<file path="src/rtl/hbridge_dir_sequencer.sv">
// H-bridge direction sequencer for one L298-style channel.
// Takes the 2-bit direction code and a duty word. Drives IN1/IN2/EN.
// Every polarity change passes through a coast (dead-time) interval.
// EN is a free-running PWM whose duty is only picked up at period start,
// so a duty change never produces a runt pulse.
// All outputs are registered. They are computed from the next state so that
// they change on the same edge as the FSM.
module hbridge_dir_sequencer #(
  parameter int PWM_WIDTH       = 8,
  parameter int DEADTIME_CYCLES = 500,
  parameter int DT_WIDTH        = 10
) (
  input  logic                 HBRIDGE_SEQ_CLOCK_50,
  input  logic                 HBRIDGE_SEQ_RESET_InHigh,
  input  logic [1:0]           HBRIDGE_SEQ_CONTROL_InBus,
  input  logic [PWM_WIDTH-1:0] HBRIDGE_SEQ_DUTY_InBus,
  output logic                 HBRIDGE_SEQ_IN1_Out,
  output logic                 HBRIDGE_SEQ_IN2_Out,
  output logic                 HBRIDGE_SEQ_EN_Out,
  output logic                 HBRIDGE_SEQ_BUSY_Out
);

  typedef enum logic [1:0] {
    ST_BRAKE = 2'd0,
    ST_FWD   = 2'd1,
    ST_REV   = 2'd2,
    ST_DEAD  = 2'd3
  } state_t;

  localparam logic [DT_WIDTH-1:0] DEAD_LAST = DT_WIDTH'(DEADTIME_CYCLES - 1);

  logic                 clk;
  logic                 rst;
  logic [1:0]           req_q;
  state_t               state, state_d;
  state_t               target, target_d;
  state_t               req;
  logic [DT_WIDTH-1:0]  dead_cnt, dead_cnt_d;
  logic [PWM_WIDTH-1:0] pwm_cnt, pwm_cnt_d;
  logic [PWM_WIDTH-1:0] duty_q, duty_d;
  logic                 pwm_d;

  assign clk = HBRIDGE_SEQ_CLOCK_50;
  assign rst = HBRIDGE_SEQ_RESET_InHigh;

  // Codes 01/10 select a rotation sense; 11 and 00 both mean brake.
  function automatic state_t decode_req(input logic [1:0] code);
    case (code)
      2'b01:   return ST_FWD;
      2'b10:   return ST_REV;
      default: return ST_BRAKE;
    endcase
  endfunction

  assign req = decode_req(req_q);

  // Register the direction code once so that the FSM acts on a stable request.
  always_ff @(posedge clk or posedge rst) begin
    if (rst) req_q <= 2'b11;
    else     req_q <= HBRIDGE_SEQ_CONTROL_InBus;
  end

  // FSM state, dead-time target and dead-time counter.
  always_ff @(posedge clk or posedge rst) begin
    if (rst) begin
      state    <= ST_DEAD;
      target   <= ST_BRAKE;
      dead_cnt <= '0;
    end else begin
      state    <= state_d;
      target   <= target_d;
      dead_cnt <= dead_cnt_d;
    end
  end

  // Next state: brake is always reachable at once; polarity changes coast first.
  always_comb begin
    state_d    = state;
    target_d   = target;
    dead_cnt_d = dead_cnt;
    case (state)
      ST_BRAKE: begin
        if (req != ST_BRAKE) begin
          state_d    = ST_DEAD;
          target_d   = req;
          dead_cnt_d = '0;
        end
      end
      ST_FWD, ST_REV: begin
        if (req == ST_BRAKE) begin
          state_d = ST_BRAKE;
        end else if (req != state) begin
          state_d    = ST_DEAD;
          target_d   = req;
          dead_cnt_d = '0;
        end
      end
      default: begin
        // A brake request aborts a pending polarity. The post-reset coast
        // toward brake still runs its full length.
        if (req == ST_BRAKE && target != ST_BRAKE) begin
          state_d    = ST_BRAKE;
          dead_cnt_d = '0;
        end else if (req != ST_BRAKE && req != target) begin
          target_d   = req;
          dead_cnt_d = '0;
        end else if (dead_cnt == DEAD_LAST) begin
          state_d    = target;
          dead_cnt_d = '0;
        end else begin
          dead_cnt_d = dead_cnt + 1'b1;
        end
      end
    endcase
  end

  // Next PWM counter, the duty for that count, and the resulting PWM level.
  always_comb begin
    pwm_cnt_d = pwm_cnt + 1'b1;
    duty_d    = (pwm_cnt_d == '0) ? HBRIDGE_SEQ_DUTY_InBus : duty_q;
    pwm_d     = (pwm_cnt_d < duty_d);
  end

  // Free-running PWM counter. The duty is latched only when the counter wraps.
  always_ff @(posedge clk or posedge rst) begin
    if (rst) begin
      pwm_cnt <= '0;
      duty_q  <= '0;
    end else begin
      pwm_cnt <= pwm_cnt_d;
      duty_q  <= duty_d;
    end
  end

  // Registered bridge outputs, decoded from the state being entered.
  always_ff @(posedge clk or posedge rst) begin
    if (rst) begin
      HBRIDGE_SEQ_IN1_Out  <= 1'b0;
      HBRIDGE_SEQ_IN2_Out  <= 1'b0;
      HBRIDGE_SEQ_EN_Out   <= 1'b0;
      HBRIDGE_SEQ_BUSY_Out <= 1'b1;
    end else begin
      case (state_d)
        ST_BRAKE: begin
          HBRIDGE_SEQ_IN1_Out  <= 1'b1;
          HBRIDGE_SEQ_IN2_Out  <= 1'b1;
          HBRIDGE_SEQ_EN_Out   <= 1'b1;
          HBRIDGE_SEQ_BUSY_Out <= 1'b0;
        end
        ST_FWD: begin
          HBRIDGE_SEQ_IN1_Out  <= 1'b1;
          HBRIDGE_SEQ_IN2_Out  <= 1'b0;
          HBRIDGE_SEQ_EN_Out   <= pwm_d;
          HBRIDGE_SEQ_BUSY_Out <= 1'b0;
        end
        ST_REV: begin
          HBRIDGE_SEQ_IN1_Out  <= 1'b0;
          HBRIDGE_SEQ_IN2_Out  <= 1'b1;
          HBRIDGE_SEQ_EN_Out   <= pwm_d;
          HBRIDGE_SEQ_BUSY_Out <= 1'b0;
        end
        default: begin
          HBRIDGE_SEQ_IN1_Out  <= 1'b0;
          HBRIDGE_SEQ_IN2_Out  <= 1'b0;
          HBRIDGE_SEQ_EN_Out   <= 1'b0;
          HBRIDGE_SEQ_BUSY_Out <= 1'b1;
        end
      endcase
    end
  end

endmodule

</file>
<file path="config.mk">
export PLATFORM = sky130hd
export DESIGN_NAME = hbridge_dir_sequencer
export DESIGN_NICKNAME = d
export VERILOG_FILES = /design/src/rtl/hbridge_dir_sequencer.sv
export SDC_FILE = /design/constraint.sdc
export NUM_CORES = 1
export LEC_CHECK = 0
export CAP_MARGIN = 15
export CORE_UTILIZATION = 40
export CTS_CLUSTER_DIAMETER = 80
export CTS_CLUSTER_SIZE = 30
export DETAILED_ROUTE_END_ITERATION = 8
export PLACE_DENSITY = 0.67
export SLEW_MARGIN = 15
export SYNTH_ARGS = -nofsm -noshare
export SYNTH_HDL_FRONTEND = slang
export SYNTH_SLANG_ARGS = --single-unit
</file>
<file path="constraint.sdc">
create_clock -name HBRIDGE_SEQ_CLOCK_50 -period 2.9 [get_ports HBRIDGE_SEQ_CLOCK_50]
set_clock_uncertainty 0.15 [all_clocks]
set_input_delay 0.58 -clock HBRIDGE_SEQ_CLOCK_50 [delete_from_list [all_inputs] [get_ports HBRIDGE_SEQ_CLOCK_50]]
set_output_delay 0.58 -clock HBRIDGE_SEQ_CLOCK_50 [all_outputs]
set_load 0.02 [all_outputs]
</file>
==> out/qor.txt <==
CTS H-Tree Depth: 2
Yosys top cell area share: 38.1%
Final setup fails: 0
DRT Wirelength: 4.02 mm
Drt pass-1 iters: 4
Pwr dens: 707 nW/um^2
Buffers & Inverters on Critical Path: 1
Area leader, netlist: dfrtp_1
Post-Synth XOR/XNOR Area: 4.30%
Peak Freq: 348 MHz
Hold_buf cts: 0
CTS Buffer Depth: 2
Slew HR: 61.7%
Tcrit/Tclk final: 99.1%
Clock latency on the worst-skew pair: 0.29 ns
Cells after Synth: 195
Port bufs: 15
CTS Sinks: 36
Status: completed
Max cap viols: 0
Crit-path max cell delay: 0.54 ns
Largest net degree at the start of global routing: 37
Worst Setup Start Kind: flop
IO Count: 16
Post-synth EDFFs: 0
Top post-synthesis cells by area: dfrtp_1, ha_1, dfstp_2
Total vias in the final route: 1550
Count of pins over their slew limit: 0
Routability cong.: 0.769
Synth cell types: 37
GRT Overall Usage: 16.3%
Die width: 73.4 microns
Post-synthesis sequential area ratio: 44.5%
Clock Pin Slew Worst Setup and Hold Paths: 0.08 ns
Sequential cell area: 907 sq um
Routed vias/inst: 5.27
Starting Density: 42.3%
Die area: 5380 sq um
Worst-Margin Slew: 0.573 ns
CTS buffer count: 5
DR WL/cell: 13.7 microns
Most frequent cell after synthesis: dfrtp_1
Synthesized flop and latch total: 36
First-pass GRT wire length: 6.58 mm
CP cell instances: inv_1 -> ha_2 -> xnor2_2 -> a21oi_1 -> nor2_2 -> mux2i_2 -> o32ai_2 -> ha_1 -> nor2_1 -> a31oi_1 -> nor2_1 -> o21a_1 -> a41o_1
Peak VDD IR: 0.349 mV
Crit end category: flop
NumNets Final: 256
Initial antenna violation count: 0
Share of cells above drive strength 1: 22.5%
DR DRC count: 0
Final core utilization: 52.7%
Gr ovfl total: 0
Adder-cell area share of the yosys netlist: 11.0%
Synth top cells by count: dfrtp_1, ha_1, nor2_1
RSZ-0062 raised after global routing: yes
Final non-filler cell total: 294
# fillers: 454
CP max FO: 5
Ys async rst share: 100%
Die Y: 73.4 microns
Setup WS pre-CTS: -0.0192 ns
Multi-input gate area: 1140 sq um
Cell Area, Synth: 2040 sq um
Synth Flop Type: dfrtp_1
Clk root buf: clkbuf_8
Largest delay share family, worst path: compound AO/OA/AOI/OAI gates
CTS tree: done
Final Hold Fails: 0
HP Class: flop to flop
CP Class: flop to flop
Synth Area in Compound Gates: 14.5%
Syn nets: 225
Dpl hpwl: 2.81 mm
Vias in the first global route: 1463
Pleak: 1.19 nW
Critical Path RT: 2.93 ns
Critical path arrival: 2.91 ns
Simple-Gate Fraction of Synth Area: 14.5%
Min Tclk post-route: 2.87 ns
Slowest cell on the critical path: dfstp_2
Synthesis Warnings: 0
Placed cells: 284
Crit path top cell by count: nor2_1
Diode count: 0
Area of the core: 4820 sq um
Worst setup margin: 0.0267 ns
Main combinational cell family by area after synthesis: simple AND/OR/NAND/NOR gates
Multiplexer share of the synthesized area: 7.49%
Area Overhead vs Synth: 24.5%
Detailed Route Iter0 Violations: 77
# rows: 25
Number of routed nets with antenna violations: 0
Synth Area per Inst: 10.5 sq um
-- placed cells by master, fill, tap and decap left out, drive strengths merged, types with 8 or more instances in the layout --
cell type,count
o21ai,12
nand3,9
dfrtp,31
nor2,15
a21oi,8
inv,14
clkdlybuf4s50,15
nand2,11
ha,18
buf,12
-- state kept, by name, indices dropped and copies added (netlist names) --
register and cells:
dead_cnt 10, duty_q 8, pwm_cnt 8, req_q 2, state 2, target 2
HBRIDGE_SEQ_BUSY_Out 1, HBRIDGE_SEQ_EN_Out 1, HBRIDGE_SEQ_IN1_Out 1, HBRIDGE_SEQ_IN2_Out 1
-- cell type report --
| cell class | instances | share of cell area, % |
|---|---|---|
| Tap cell | 67 | 3.30 |
| Sequential cell | 36 | 35.7 |
| Inverter | 14 | 2.07 |
| Timing Repair Buffer | 27 | 9.47 |
| Clock buffer | 5 | 2.71 |
| Multi-Input combinational cell | 142 | 45.0 |
| Clock inverter | 3 | 1.68 |
-- metrics by stage --
step	hold WS [ns]	TNS, ns	area (sq um)	power [W]
after floorplan	0.306	0	2050	0.00111
after global placement	0.330	0	2330	0.00128
after detailed placement	0.331	-0.0192	2330	0.00130
after CTS	0.349	0	2450	0.00175
after global routing	0.368	-0.144	2540	0.00192
final	0.341	0	2540	0.00180
-- cell families (layout without fill, tap and decap cells) --
logic type	after synthesis	after routing
simple gates	59	59
compound gates	41	41
flops	36	36
fa+ha+maj	18	18
buf+inv	17	49
mux	14	14
xor+xnor	10	10
-- power breakdown --
group          leakage, nW  total, W  switching, W  internal (W)
sequential           0.442  0.000635     0.0000556      0.000580
combinational        0.696  0.000718      0.000381      0.000337
clock               0.0541  0.000442      0.000187      0.000254
-- worst reg2reg max path: stages (launching register included) --
cell,delay (ns)
dfstp_2,0.54
inv_1,0.05
ha_2,0.21
xnor2_2,0.18
a21oi_1,0.11
nor2_2,0.20
mux2i_2,0.29
o32ai_2,0.13
ha_1,0.31
nor2_1,0.05
a31oi_1,0.17
nor2_1,0.08
o21a_1,0.10
a41o_1,0.19
-- worst paths after layout --
check	start	to	slack, ns	depth (start not counted)
setup / recovery	req_q[1]	HBRIDGE_SEQ_EN_Out	0.03	13
hold / removal	duty_q[4]	duty_q[4]	0.34	2
setup reg to reg	req_q[1]	HBRIDGE_SEQ_EN_Out	0.03	13
hold reg to reg	duty_q[4]	duty_q[4]	0.34	2
max in group asynchronous	HBRIDGE_SEQ_RESET_InHigh	req_q[1]	1.71	3
min in group asynchronous	HBRIDGE_SEQ_RESET_InHigh	dead_cnt[1]	0.54	3
-- per-layer routing --
layer	routed length (microns)	vias up	GRT usage, %
li1	-	765	-
met5	0	-	0
met2	1830	22	25.2
met3	124	7	5.21
met4	81	0	5.77
met1	1980	756	21.5
-- timing repair --
action | 4_1_cts | 5_1_grt
pin swaps | 0 | 6
setup endpoints to repair | 1 | 1
setup buffers | 0 | 2
resized for setup | 1 | 15
No activity file was read; power rests on OpenSTA's default activity.
